File: config.mk
export PLATFORM = sky130hd
export DESIGN_NAME = gate_delay_monitor_flat
export DESIGN_NICKNAME = d
export VERILOG_FILES = /design/src/rtl/gate_delay_monitor_if.sv /design/src/rtl/gate_delay_monitor.sv /design/src/flat_wrapper.sv
export SDC_FILE = /design/constraint.sdc
export NUM_CORES = 1
export LEC_CHECK = 0
export CORE_ASPECT_RATIO = 1.1
export CORE_MARGIN = 4
export CORE_UTILIZATION = 37
export DETAILED_ROUTE_END_ITERATION = 6
export PLACE_DENSITY = 0.74
export SLEW_MARGIN = 20
export SYNTH_ARGS = -nofsm -noshare
export SYNTH_HDL_FRONTEND = slang
export SYNTH_SLANG_ARGS = --single-unit
File: constraint.sdc
create_clock -name clk -period 1.69 [get_ports clk]
set_input_delay 0.338 -clock clk [delete_from_list [all_inputs] [get_ports clk]]
set_output_delay 0.338 -clock clk [all_outputs]
set_load 0.05 [all_outputs]
File: src/rtl/gate_delay_monitor_if.sv
// Bundles the stimulus, observed gate output and measurement results of gate_delay_monitor.
// master drives stimulus/k1/clr; slave is the monitor.
interface gate_delay_monitor_if #(
    parameter int unsigned CNT_W = 8
);
    logic             a1;
    logic             b1;
    logic             e0;
    logic             k1;
    logic             clr;
    logic             busy;
    logic             done;
    logic             aborted;
    logic             timeout;
    logic [CNT_W-1:0] last_delay;
    logic [CNT_W-1:0] worst_rise;
    logic [CNT_W-1:0] worst_fall;

    modport master (
        output a1, b1, e0, k1, clr,
        input  busy, done, aborted, timeout, last_delay, worst_rise, worst_fall
    );

    modport slave (
        input  a1, b1, e0, k1, clr,
        output busy, done, aborted, timeout, last_delay, worst_rise, worst_fall
    );
endinterface

File: src/rtl/gate_delay_monitor.sv
// Measures settle delay of k1 = e0 & b1 & ~a1 after each stimulus change; tracks last/worst delays.
// Define GATE_DELAY_MON_SYNC_EN to pass k1 through a 2-flop synchronizer (+2 cycles on every delay).
module gate_delay_monitor #(
    parameter int unsigned CNT_W   = 8,
    parameter int unsigned TIMEOUT = 200
) (
    input  logic                  clk,
    input  logic                  rst_n,
    gate_delay_monitor_if.slave   mon
);
    typedef enum logic {
        IDLE    = 1'b0,
        MEASURE = 1'b1
    } state_t;

    state_t           state_q, state_d;
    logic [2:0]       stim_q;
    logic [CNT_W-1:0] cnt_q, cnt_d;
    logic             target_q, target_d;
    logic [CNT_W-1:0] last_delay_q, last_delay_d;
    logic [CNT_W-1:0] worst_rise_q, worst_rise_d;
    logic [CNT_W-1:0] worst_fall_q, worst_fall_d;
    logic             timeout_q, timeout_d;
    logic             done_q, done_d;
    logic             aborted_q, aborted_d;

    logic [2:0]       stim;
    logic             exp_k1;
    logic             k1_s;
    logic             chg;

    assign stim   = {mon.a1, mon.b1, mon.e0};
    assign exp_k1 = mon.e0 & mon.b1 & ~mon.a1;
    assign chg    = (stim != stim_q);

`ifdef GATE_DELAY_MON_SYNC_EN
    logic sync1_q;
    logic sync2_q;

    always_ff @(posedge clk) begin
        if (!rst_n) begin
            sync1_q <= 1'b0;
            sync2_q <= 1'b0;
        end else begin
            sync1_q <= mon.k1;
            sync2_q <= sync1_q;
        end
    end

    assign k1_s = sync2_q;
`else
    assign k1_s = mon.k1;
`endif

    always_ff @(posedge clk) begin
        if (!rst_n) begin
            state_q      <= IDLE;
            stim_q       <= stim;
            cnt_q        <= '0;
            target_q     <= 1'b0;
            last_delay_q <= '0;
            worst_rise_q <= '0;
            worst_fall_q <= '0;
            timeout_q    <= 1'b0;
            done_q       <= 1'b0;
            aborted_q    <= 1'b0;
        end else begin
            state_q      <= state_d;
            stim_q       <= stim;
            cnt_q        <= cnt_d;
            target_q     <= target_d;
            last_delay_q <= last_delay_d;
            worst_rise_q <= worst_rise_d;
            worst_fall_q <= worst_fall_d;
            timeout_q    <= timeout_d;
            done_q       <= done_d;
            aborted_q    <= aborted_d;
        end
    end

    always_comb begin
        state_d      = state_q;
        cnt_d        = cnt_q;
        target_d     = target_q;
        last_delay_d = last_delay_q;
        worst_rise_d = worst_rise_q;
        worst_fall_d = worst_fall_q;
        timeout_d    = timeout_q;
        done_d       = 1'b0;
        aborted_d    = 1'b0;

        if (mon.clr) begin
            state_d      = IDLE;
            cnt_d        = '0;
            target_d     = 1'b0;
            last_delay_d = '0;
            worst_rise_d = '0;
            worst_fall_d = '0;
            timeout_d    = 1'b0;
        end else begin
            unique case (state_q)
                IDLE: begin
                    if (chg && (exp_k1 != k1_s)) begin
                        state_d  = MEASURE;
                        cnt_d    = CNT_W'(1);
                        target_d = exp_k1;
                    end
                end
                MEASURE: begin
                    // A stimulus change wins over a same-edge match: the measurement is abandoned.
                    if (chg) begin
                        aborted_d = 1'b1;
                        if (exp_k1 != k1_s) begin
                            cnt_d    = CNT_W'(1);
                            target_d = exp_k1;
                        end else begin
                            state_d = IDLE;
                        end
                    end else if (k1_s == target_q) begin
                        done_d       = 1'b1;
                        last_delay_d = cnt_q;
                        if (target_q) begin
                            worst_rise_d = (cnt_q > worst_rise_q) ? cnt_q : worst_rise_q;
                        end else begin
                            worst_fall_d = (cnt_q > worst_fall_q) ? cnt_q : worst_fall_q;
                        end
                        state_d = IDLE;
                    end else if (cnt_q == CNT_W'(TIMEOUT)) begin
                        timeout_d = 1'b1;
                        state_d   = IDLE;
                    end else begin
                        cnt_d = cnt_q + 1'b1;
                    end
                end
                default: state_d = IDLE;
            endcase
        end
    end

    assign mon.busy       = (state_q == MEASURE);
    assign mon.done       = done_q;
    assign mon.aborted    = aborted_q;
    assign mon.timeout    = timeout_q;
    assign mon.last_delay = last_delay_q;
    assign mon.worst_rise = worst_rise_q;
    assign mon.worst_fall = worst_fall_q;
endmodule
File: src/flat_wrapper.sv
// flat-port wrapper written by rule: the top's interface ports become plain ports
module gate_delay_monitor_flat 
#(
    parameter int unsigned CNT_W   = 8,
    parameter int unsigned TIMEOUT = 200
)
  (clk, rst_n, mon_a1, mon_b1, mon_e0, mon_k1, mon_clr, mon_busy, mon_done, mon_aborted, mon_timeout, mon_last_delay, mon_worst_rise, mon_worst_fall);
  gate_delay_monitor_if #(.CNT_W(CNT_W)) mon_i ();
  input  logic clk;
  input  logic rst_n;
  input wire logic [$bits(mon_i.a1)-1:0] mon_a1;
  input wire logic [$bits(mon_i.b1)-1:0] mon_b1;
  input wire logic [$bits(mon_i.e0)-1:0] mon_e0;
  input wire logic [$bits(mon_i.k1)-1:0] mon_k1;
  input wire logic [$bits(mon_i.clr)-1:0] mon_clr;
  output wire logic [$bits(mon_i.busy)-1:0] mon_busy;
  output wire logic [$bits(mon_i.done)-1:0] mon_done;
  output wire logic [$bits(mon_i.aborted)-1:0] mon_aborted;
  output wire logic [$bits(mon_i.timeout)-1:0] mon_timeout;
  output wire logic [$bits(mon_i.last_delay)-1:0] mon_last_delay;
  output wire logic [$bits(mon_i.worst_rise)-1:0] mon_worst_rise;
  output wire logic [$bits(mon_i.worst_fall)-1:0] mon_worst_fall;
  assign mon_i.a1 = mon_a1;
  assign mon_i.b1 = mon_b1;
  assign mon_i.e0 = mon_e0;
  assign mon_i.k1 = mon_k1;
  assign mon_i.clr = mon_clr;
  assign mon_busy = mon_i.busy;
  assign mon_done = mon_i.done;
  assign mon_aborted = mon_i.aborted;
  assign mon_timeout = mon_i.timeout;
  assign mon_last_delay = mon_i.last_delay;
  assign mon_worst_rise = mon_i.worst_rise;
  assign mon_worst_fall = mon_i.worst_fall;
  gate_delay_monitor #(.CNT_W(CNT_W), .TIMEOUT(TIMEOUT)) u_core (.clk(clk), .rst_n(rst_n), .mon(mon_i));
endmodule
# After elaboration in Yosys (flattened, before gate mapping)

Cells that the tools add are included.

Register bits after elaboration: 40
Input port bits: 7
Output and inout bits: 28
Word-level logic and storage cells: 59

Add/sub/neg operators: 1
$lt $le $gt $ge: 2
Eq/ne operators: 10
Muxes and demuxes: 18
Bitwise operators: 8
Reductions and logical operators: 10

Operators by type and width:

| kind                                          | number |
|---|---|
| two-way mux 8 bit                             | 5 |
| greater-than comparator 8 bit                 | 2 |
| case mux 8 bit (2 select lines)               | 1 |
| two-way mux 1 bit                             | 10 |
| AND reduction 5 bit                           | 2 |
| != test 3 bit, second input constant          | 3 |
| adder 8 x 1 -> 8 bit, second input constant   | 1 |
| == test 8 bit, second input constant          | 1 |
| AND reduction 4 bit                           | 2 |
| inverter 1 bit                                | 6 |
| AND reduction 3 bit                           | 2 |
| != test 2 bit, second input constant          | 2 |
| case mux 1 bit (2 select lines)               | 2 |
| OR reduction 4 bit                            | 1 |
| != test 3 bit                                 | 1 |
| OR reduction 3 bit                            | 1 |
| AND 1 bit                                     | 2 |
| != test 2 x 1 -> 1 bit, second input constant | 1 |
| OR reduction 2 bit                            | 1 |
| == test 1 bit                                 | 1 |
| logical AND 1 bit                             | 1 |
| != test 1 bit                                 | 1 |

# Depth between registers and ports, before layout

Gate-level depths: netlist of the first run.

Word-level depth: 6
Depth in mapped cells: 8

# Worst setup path after synthesis of the first run

OpenSTA, ideal clock, no wires.

Kind: flip-flop to flip-flop
From: reg u_core.worst_rise_q[3], in the netlist u_core.mon.worst_rise[3]
To: reg u_core.worst_rise_q[5], in the netlist u_core.mon.worst_rise[5]
Library setup time: 0.074 ns
Arrival: 2.154 ns
Required time: 1.616 ns
Path slack: -0.539 ns
Stages on the path, launching flop included: 9
Buffers on the path: 1
Period minus slack after synthesis: 2.229 ns
Cell sequence: dfxtp_1 -> inv_1 -> ha_1 -> a21oi_1 -> a31oi_1 -> o311ai_2 -> clkbuf_1 -> nand3_1 -> o21ai_0

Word-level cells in the longest chain between the ends: 2

Ends and longest elaborated chain:

| what                                 | line                      | text |
|---|---|---|
| from (decl)                          | gate_delay_monitor.sv:21  | `logic [CNT_W-1:0] worst_rise_q, worst_rise_d;` |
| from (signal assigned)               | gate_delay_monitor.sv:73  | `worst_rise_q <= worst_rise_d;` |
| greater-than comparator 8 bit        | gate_delay_monitor.sv:123 | `worst_rise_d = (cnt_q > worst_rise_q) ? cnt_q : worst_rise_q;` |
| AND reduction 5 bit (no source line) | -                         |  |

Every way passes these cells.
A chain may end at the register's enable or synchronous reset.

# Worst setup path in the final report of the first run

From: reg u_core.cnt_q[1]
To: reg u_core.cnt_q[4]

Word-level cells in the longest chain between the ends: 5

Ends and longest elaborated chain:

| what                            | line                      | text |
|---|---|---|
| from (decl)                     | gate_delay_monitor.sv:18  | `logic [CNT_W-1:0] cnt_q, cnt_d;` |
| from (signal assigned)          | gate_delay_monitor.sv:70  | `cnt_q <= cnt_d;` |
| adder 8 x 1 -> 8 bit            | gate_delay_monitor.sv:132 | `cnt_d = cnt_q + 1'b1;` |
| two-way mux 8 bit               | gate_delay_monitor.sv:128 | `end else if (cnt_q == CNT_W'(TIMEOUT)) begin` |
| two-way mux 8 bit               | gate_delay_monitor.sv:119 | `end else if (k1_s == target_q) begin` |
| two-way mux 8 bit               | gate_delay_monitor.sv:111 | `if (chg) begin` |
| case mux 8 bit (2 select lines) | gate_delay_monitor.sv:101 | `unique case (state_q)` |

Parallel ways exist; a longest one is shown, timed or not. The select of a mux whose other input is x is not followed.

==> results of run 1 <==
[placed cells by master, fill, tap and decap left out, drive strengths merged, types with 2 or more instances in the layout]
cell,netlist,layout
clkbuf,5,7
o311ai,2,2
buf,2,78
ha,19,19
o21ai,14,14
and3,2,2
inv,19,19
nand4,7,7
a21oi,7,7
clkdlybuf4s50,0,2
mux2i,17,17
a21boi,8,8
dlygate4sd2,0,3
xnor2,4,4
nor2,15,15
nand2,19,19
or3,6,6
dfxtp,40,40
nor2b,2,2
nand4b,2,2
nand3,14,14
[stage by stage]
stage / utilization (%) / cells
5_1_grt: 61.1 / 375
6_report: 61.1 / 375
3_3_place_gp: 54.3 / 356
3_5_place_dp: 54.3 / 356
4_1_cts: 59.4 / 374
2_1_floorplan: - / 218
[critical path: cells and delay by family, from the launching register on]
kind,cells,cell delay [ps]
DFF,1,370
adders and majority gates,1,130
and+or+nand+nor,3,650
AOI/OAI and AO/OA,2,260
buffers and inverters,3,300
[routing by layer]
layer	up-vias	track usage [%]	share of wire [%]
li1	936	-	-
met1	889	20.0	42
met2	57	30.7	51
met3	18	3.15	4.7
met4	0	5.25	2.3
met5	-	0	0
[report_power, final]
part / internal, uW / switching (uW) / total, uW
Clock: 379 / 346 / 725
Combinational: 85.6 / 88.5 / 174
Sequential: 931 / 5.52 / 936
Total: 1400 / 440 / 1840
[cell usage after synthesis (all sizes together), types with 4 or more instances]
| cell type | instances |
|---|---|
| dfxtp | 40 |
| ha | 19 |
| inv | 19 |
| nand2 | 19 |
| mux2i | 17 |
| nor2 | 15 |
| nand3 | 14 |
| o21ai | 14 |
| a21boi | 8 |
| a21oi | 7 |
| nand4 | 7 |
| or3 | 6 |
| clkbuf | 5 |
| xnor2 | 4 |
[cell families after synthesis]
group / share of synthesized area, %
AO/OA/AOI/OAI: 13.0
XOR/XNOR: 2.47
adder cells (fa/ha/maj): 11.7
buffers and inverters: 5.38
flip-flops: 39.6
multiplexers: 8.96
AND/OR/NAND/NOR: 18.9
[layout make-up]
| cell class | instances | area [um2] |
|---|---|---|
| fillers | 432 | 2010 |
| well taps | 72 | 90.1 |
| repair buffers | 84 | 691 |
| multi-input cells | 152 | 1350 |
| inverters | 19 | 73.8 |
| clock inverters | 1 | 5.00 |
| clock buffers | 7 | 97.6 |
| flip-flops and latches | 40 | 856 |
[sequential cells by signal (all words and copies together) (netlist names)]
register               flops
u_core.mon.worst_rise      8
u_core.cnt_q               8
u_core.stim_q              3
u_core.mon.busy            1
u_core.mon.last_delay      8
u_core.target_q            1
u_core.mon.aborted         1
u_core.mon.timeout         1
u_core.mon.done            1
u_core.mon.worst_fall      8
[repair_timing]
item	in CTS	in global routing
gates cloned	1	0
endpoints found under the setup margin	31	34
endpoints found under the hold margin	0	0
pin swaps	17	17
setup buffers	9	1
gates resized for setup	22	20
[how the worst max path moves through the flow]
stage	startpoint	to	slack, ps
CTS	u_core.cnt_q[1]	u_core.cnt_q[7]	-120
finish	u_core.cnt_q[1]	u_core.cnt_q[4]	-90
global route	u_core.cnt_q[1]	u_core.cnt_q[7]	-200
global placement	mon_b1	u_core.cnt_q[5]	-390
detailed placement	mon_b1	u_core.cnt_q[3]	-420
floorplan	u_core.mon.worst_fall[1]	u_core.mon.worst_fall[0]	-210
==> metrics.md, run 1 <==
| Metric | Value |
|---|---|
| Sequential element share of the synthesized area | 39.6% |
| Hold Buf Count CTS | 0 |
| Placed Instance Area | 2810 um2 |
| Clk_skew | about 7.1 ps |
| Core Box Area | 5170 um2 |
| Worst reg2reg setup slack | -90 ps |
| Diode count | 0 |
| Fin. Hold Viols | 0 |
| Largest net degree at the start of global routing | 26 |
| Synth top area share | 39.6% |
| CTS sink count | 40 |
| Top_reg_cell synth | dfxtp_1 |
| Design Area, Final | about 3200 um2 |
| Avg Cell Area, Syn | 9.29 um2 |
| # DRC | 0 |
| Tot GR Track Use | 16.9% |
| Setup ws final | -89.0 ps |
| Critical path fanouts, max | 6 |
| CP Class | flip-flop to flip-flop |
| Die Ht | 85.6 um |
| Distinct cells, synth | 39 |
| Num ports | 35 |
| Die ar. | slightly below 7000 um2 |
| Worst setup EP type | flip-flop |
| Critical R2R Launch | u_core.cnt_q[1] |
| RSZ-0062 raised after global routing | true |
| Clk Tree Root Cell | clkbuf_8 |
| Final ANT Viol Nets | 0 |
| Post-Route WL | about 5500 um |
| Slowest-stage cell, CP | dfxtp_4 |
| Crit path cell chain | buf_6 -> inv_4 -> ha_4 -> and4bb_1 -> nand4b_4 -> a32oi_2 -> buf_6 -> or3_1 -> a21boi_1 |
| Nets@finish | between 300 and 400 |
| Reg2Reg Depth | 9 |
| Leak pwr | 0.00133 uW |
| Synth area leaders | dfxtp_1 40%, ha_1 12%, mux2i_1 8.4%, inv_1 3.5%, nand2_1 3.5% |
| Post-detail-place hpwl | 3850 um |
| Num rows | 27 |
| Fin crit period | roughly 1800 ps |
| Pre-CTS WS | -422 ps |
| Fmax | between 500 and 600 MHz |
| 1st-pass router iterations | 6 |
| Cells after Synth | around 220 |
| Largest stage delay on the critical path | 370 ps |
| Slew Limit Headroom | 80.2% |
| CTS tree | built |
| Worst-Margin Slew | 297 ps |
| Critical R2R Capture | u_core.cnt_q[4] |
| Fin Setup TNS | -993 ps |
| Tot Pwr | 1840 uW |
| Clock-pin slew on the worst setup and hold paths | 80 ps |
| H-tree depth | 2 |
| DR vias/cell | just over 5 |
| Total grt overflow | 0 |
| Power density over the cells | 581 nW/um2 |
| Vias in the first global route | between 1500 and 2000 |
| Final slew viol count | 0 |
| Endpoints failing setup | 25 |
| Input/output buffers | 34 |
| Hold_sp | mon_a1 |
| Worst min path class | input port to flip-flop |
| Crit path DAT | ~2000 ps |
| Syn nets | about 240 |
| Leading area contributor after synthesis | dfxtp_1 |
| Post-synth EDFFs | 0 |
| CP Launch Type | flip-flop |
| CTS max path bufs | 2 |
| Proportion of layout cells with a drive suffix above 1 | roughly 50% |
| Max Cap Violations | 0 |
| Initial antenna violation count | 0 |
| First-pass GRT wire length | 9080 um |
| Synth async-reset ratio | 0% |
| Warnings from Yosys | 0 |
| Worst skew pair latency | approximately 300 ps |
| Critical path's most frequent cell | buf_6 |
| Die width | 78.5 um |
| DRT iter0 DRCs | 71 |
| Initial Util | 39.2% |
| Wirelength per Cell | around 15 um |
| Layout area overhead | 56.1% |
| Synth Cell Area | 2020 um2 |
| Synth Register Bits | 40 |
| Final Wtd Congestion | 0.823 |
| Tcrit/Tclk final | 105% |
| Hold depth | 1 |
| Outcome | finished, violations left |
| Hold Worst Slack | approximately 340 ps |
| Sink of the worst hold path | u_core.stim_q[2] |
| Cts bufs inserted | 5 |
| Failing checks | negative setup slack |
| Vias | 1900 |
| Max VDD drop | 0.560 mV |
| Critical path data required time | 1920 ps |
(Power assumes the default switching activity.)
==> run 2, diff against run 1 <==
--- a/config.mk
+++ b/config.mk
@@ -5,9 +5,10 @@
 export SDC_FILE = /design/constraint.sdc
 export NUM_CORES = 1
 export LEC_CHECK = 0
-export CORE_ASPECT_RATIO = 1.1
+export CORE_ASPECT_RATIO = 0.6
 export CORE_MARGIN = 4
 export CORE_UTILIZATION = 37
+export CTS_CLUSTER_SIZE = 8
 export DETAILED_ROUTE_END_ITERATION = 6
 export PLACE_DENSITY = 0.74
 export SLEW_MARGIN = 20
==> run 2 against run 1 <==
Effect of this change: the flow still finishes with violations (negative setup slack); critical path depth is 1 lower; cell area is 1.3% higher; setup slack worse by 67 ps; register-to-register slack worse by 70 ps; first-iteration DRC count is 27% higher; worst hold slack better by 4.9 ps; largest cell class unchanged; highest routed layer unchanged.
==> metrics.md, run 2 (same netlist as run 1, synthesis figures left out) <==
| Metric | Value |
|---|---|
| Post-Route WL | roughly 5900 um |
| Clock-pin slew on the worst setup and hold paths | 90 ps |
| Core Box Area | 5180 um2 |
| Clk Tree Root Cell | clkbuf_8 |
| Endpoints failing setup | 22 |
| Die ar. | 6760 um2 |
| Hold Buf Count CTS | 0 |
| NetSw | 452 uW |
| Outcome | finished, violations left |
| Cts bufs inserted | 5 |
| Worst min path class | input port to flip-flop |
| FF/Latch Area | approximately 860 um2 |
| Largest net degree at the start of global routing | 26 |
| Diode count | 0 |
| Die Ht | 65.3 um |
| Critical R2R Capture | u_core.mon.worst_fall[2] |
| Gate power share | 10.3% |
| Cell count after placement | 349 |
| Design Area, Final | 3200 um2 |
| RSZ-0062 raised after global routing | true |
| CTS tree | built |
| Internal Power | 1350 uW |
| Crit path DAT | 2080 ps |
| Sink of the worst hold path | u_core.stim_q[2] |
| Power density over the cells | between 500 and 600 nW/um2 |
| CTS sink count | 40 |
| Reg2Reg Depth | 8 |
| Proportion of layout cells with a drive suffix above 1 | 51.0% |
| First-pass GRT wire length | 9810 um |
| Worst reg2reg setup slack | -160 ps |
| Switching Fraction | 25.1% |
| Critical path fanouts, max | 4 |
| H-tree depth | 2 |
| Critical R2R Launch | u_core.cnt_q[1] |
| Max Cap Violations | 0 |
| Leak pwr | 0.00133 uW |
| Clk_skew | 14.0 ps |
| CP Launch Type | flip-flop |
| Total grt overflow | 0 |
| Critical path data required time | 1930 ps |
| Sequential share of power | a little over half |
| Most frequent cells in the layout | 65 x buf_4, 19 x nand2_1, 19 x dfxtp_1 |
| DRT iter0 DRCs | 90 |
| Clock share of power | 37.6% |
| Hold depth | 1 |
| Placed Instance Area | 2800 um2 |
| Post-detail-place hpwl | 4320 um |
| CP Class | flip-flop to flip-flop |
| Input/output buffers | 34 |
| Die width | 103 um |
| Vias | about 1900 |
| Commonest non-fill, non-tap cell in the layout | buf_4 |
| # DRC | 0 |
| Initial Util | 39.1% |
| Setup ws final | -156 ps |
| Failing checks | negative setup slack |
| Non-filler cells, final | 370 |
| Layout area overhead | 58.2% |
| Final ANT Viol Nets | 0 |
| Num rows | 20 |
| Vias in the first global route | 1934 |
| Fin crit period | roughly 1800 ps |
| Multi-input gate area | 1370 um2 |
| Fin. Hold Viols | 0 |
| Worst setup EP type | flip-flop |
| Tcrit/Tclk final | 109% |
| Nets@finish | 329 |
| Tot GR Track Use | 19.2% |
| Max VDD drop | 0.323 mV |
| Worst-Margin Slew | 286 ps |
| Num ports | 35 |
| Final Wtd Congestion | roughly 0.90 |
| Fmax | roughly 540 MHz |
| Fillcell total | 421 |
| Initial antenna violation count | 0 |
| Worst skew pair latency | 310 ps |
| Hold_sp | mon_a1 |
| 1st-pass router iterations | 4 |
| Final slew viol count | 0 |
| Slew Limit Headroom | roughly 80% |
| DR vias/cell | 5.20 |
| Wirelength per Cell | 15.9 um |
| CTS max path bufs | 2 |
## run 2: power groups by stage
stage / clock network, uW / logic (uW) / registers [uW]
after floorplan: 0 / 70.4 / 965
after global placement: 0 / 142 / 959
after detailed placement: 0 / 145 / 959
after CTS: 680 / 171 / 938
after global routing: 732 / 198 / 938
final: 677 / 186 / 937
## run 2: area by class of cell
cell class | instances | share of cell area (%)
Tap cell | 66 | 2.58
Clock buffer | 7 | 2.70
Timing Repair Buffer | 85 | 22.9
Sequential cell | 40 | 26.8
Inverter | 19 | 2.31
Clock inverter | 1 | 0.117
Multi-Input combinational cell | 152 | 42.7
## run 2: how the worst max path moves through the flow
stage,from,to,slack [ps],cells past startpoint
after floorplan,u_core.mon.worst_fall[1],u_core.mon.worst_fall[0],-210,7
after global placement,mon_b1,u_core.cnt_q[4],-400,7
after detailed placement,mon_b1,u_core.cnt_q[4],-490,7
after CTS,u_core.cnt_q[1],u_core.mon.worst_rise[6],-130,10
after global routing,u_core.cnt_q[1],u_core.mon.worst_fall[4],-230,8
final,u_core.cnt_q[1],u_core.mon.worst_fall[2],-160,8
## run 2: through the flow
step                      util [%]  setup slack (ps)  total power [uW]  TNS (ps)  hold slack (ps)
after floorplan                  -              -208              1040     -2350              366
after global placement        54.1              -399              1100    -11280              473
after detailed placement      54.1              -486              1100    -12310              480
after CTS                     60.8              -135              1790     -2150              352
after global routing          61.8              -231              1870     -3770              361
final                         61.8              -156              1800     -2050              349
## run 2: critical path, cell delays in order (launching register included)
cell      delay, ps
dfxtp_4         350
buf_6           120
ha_4            210
nor2b_4         120
o211ai_1        230
a21oi_2         110
o311ai_4        280
buf_6           180
mux2i_1         190
## run 2: repair_timing
action | 4_1_cts | 5_1_grt
pin swaps | 27 | 8
endpoints found under the setup margin | 32 | 25
gates resized for setup | 33 | 20
buffers inserted | 12 | 1
cloned | 2 | 0
## run 2: routing by layer
metal  GRT usage [%]  vias up  wire length [um]
li1                -      942                 -
met1            28.1      919              2930
met2            26.7       57              2460
met3            6.04        7               451
met4            5.01        0                57
met5               0        -                 0
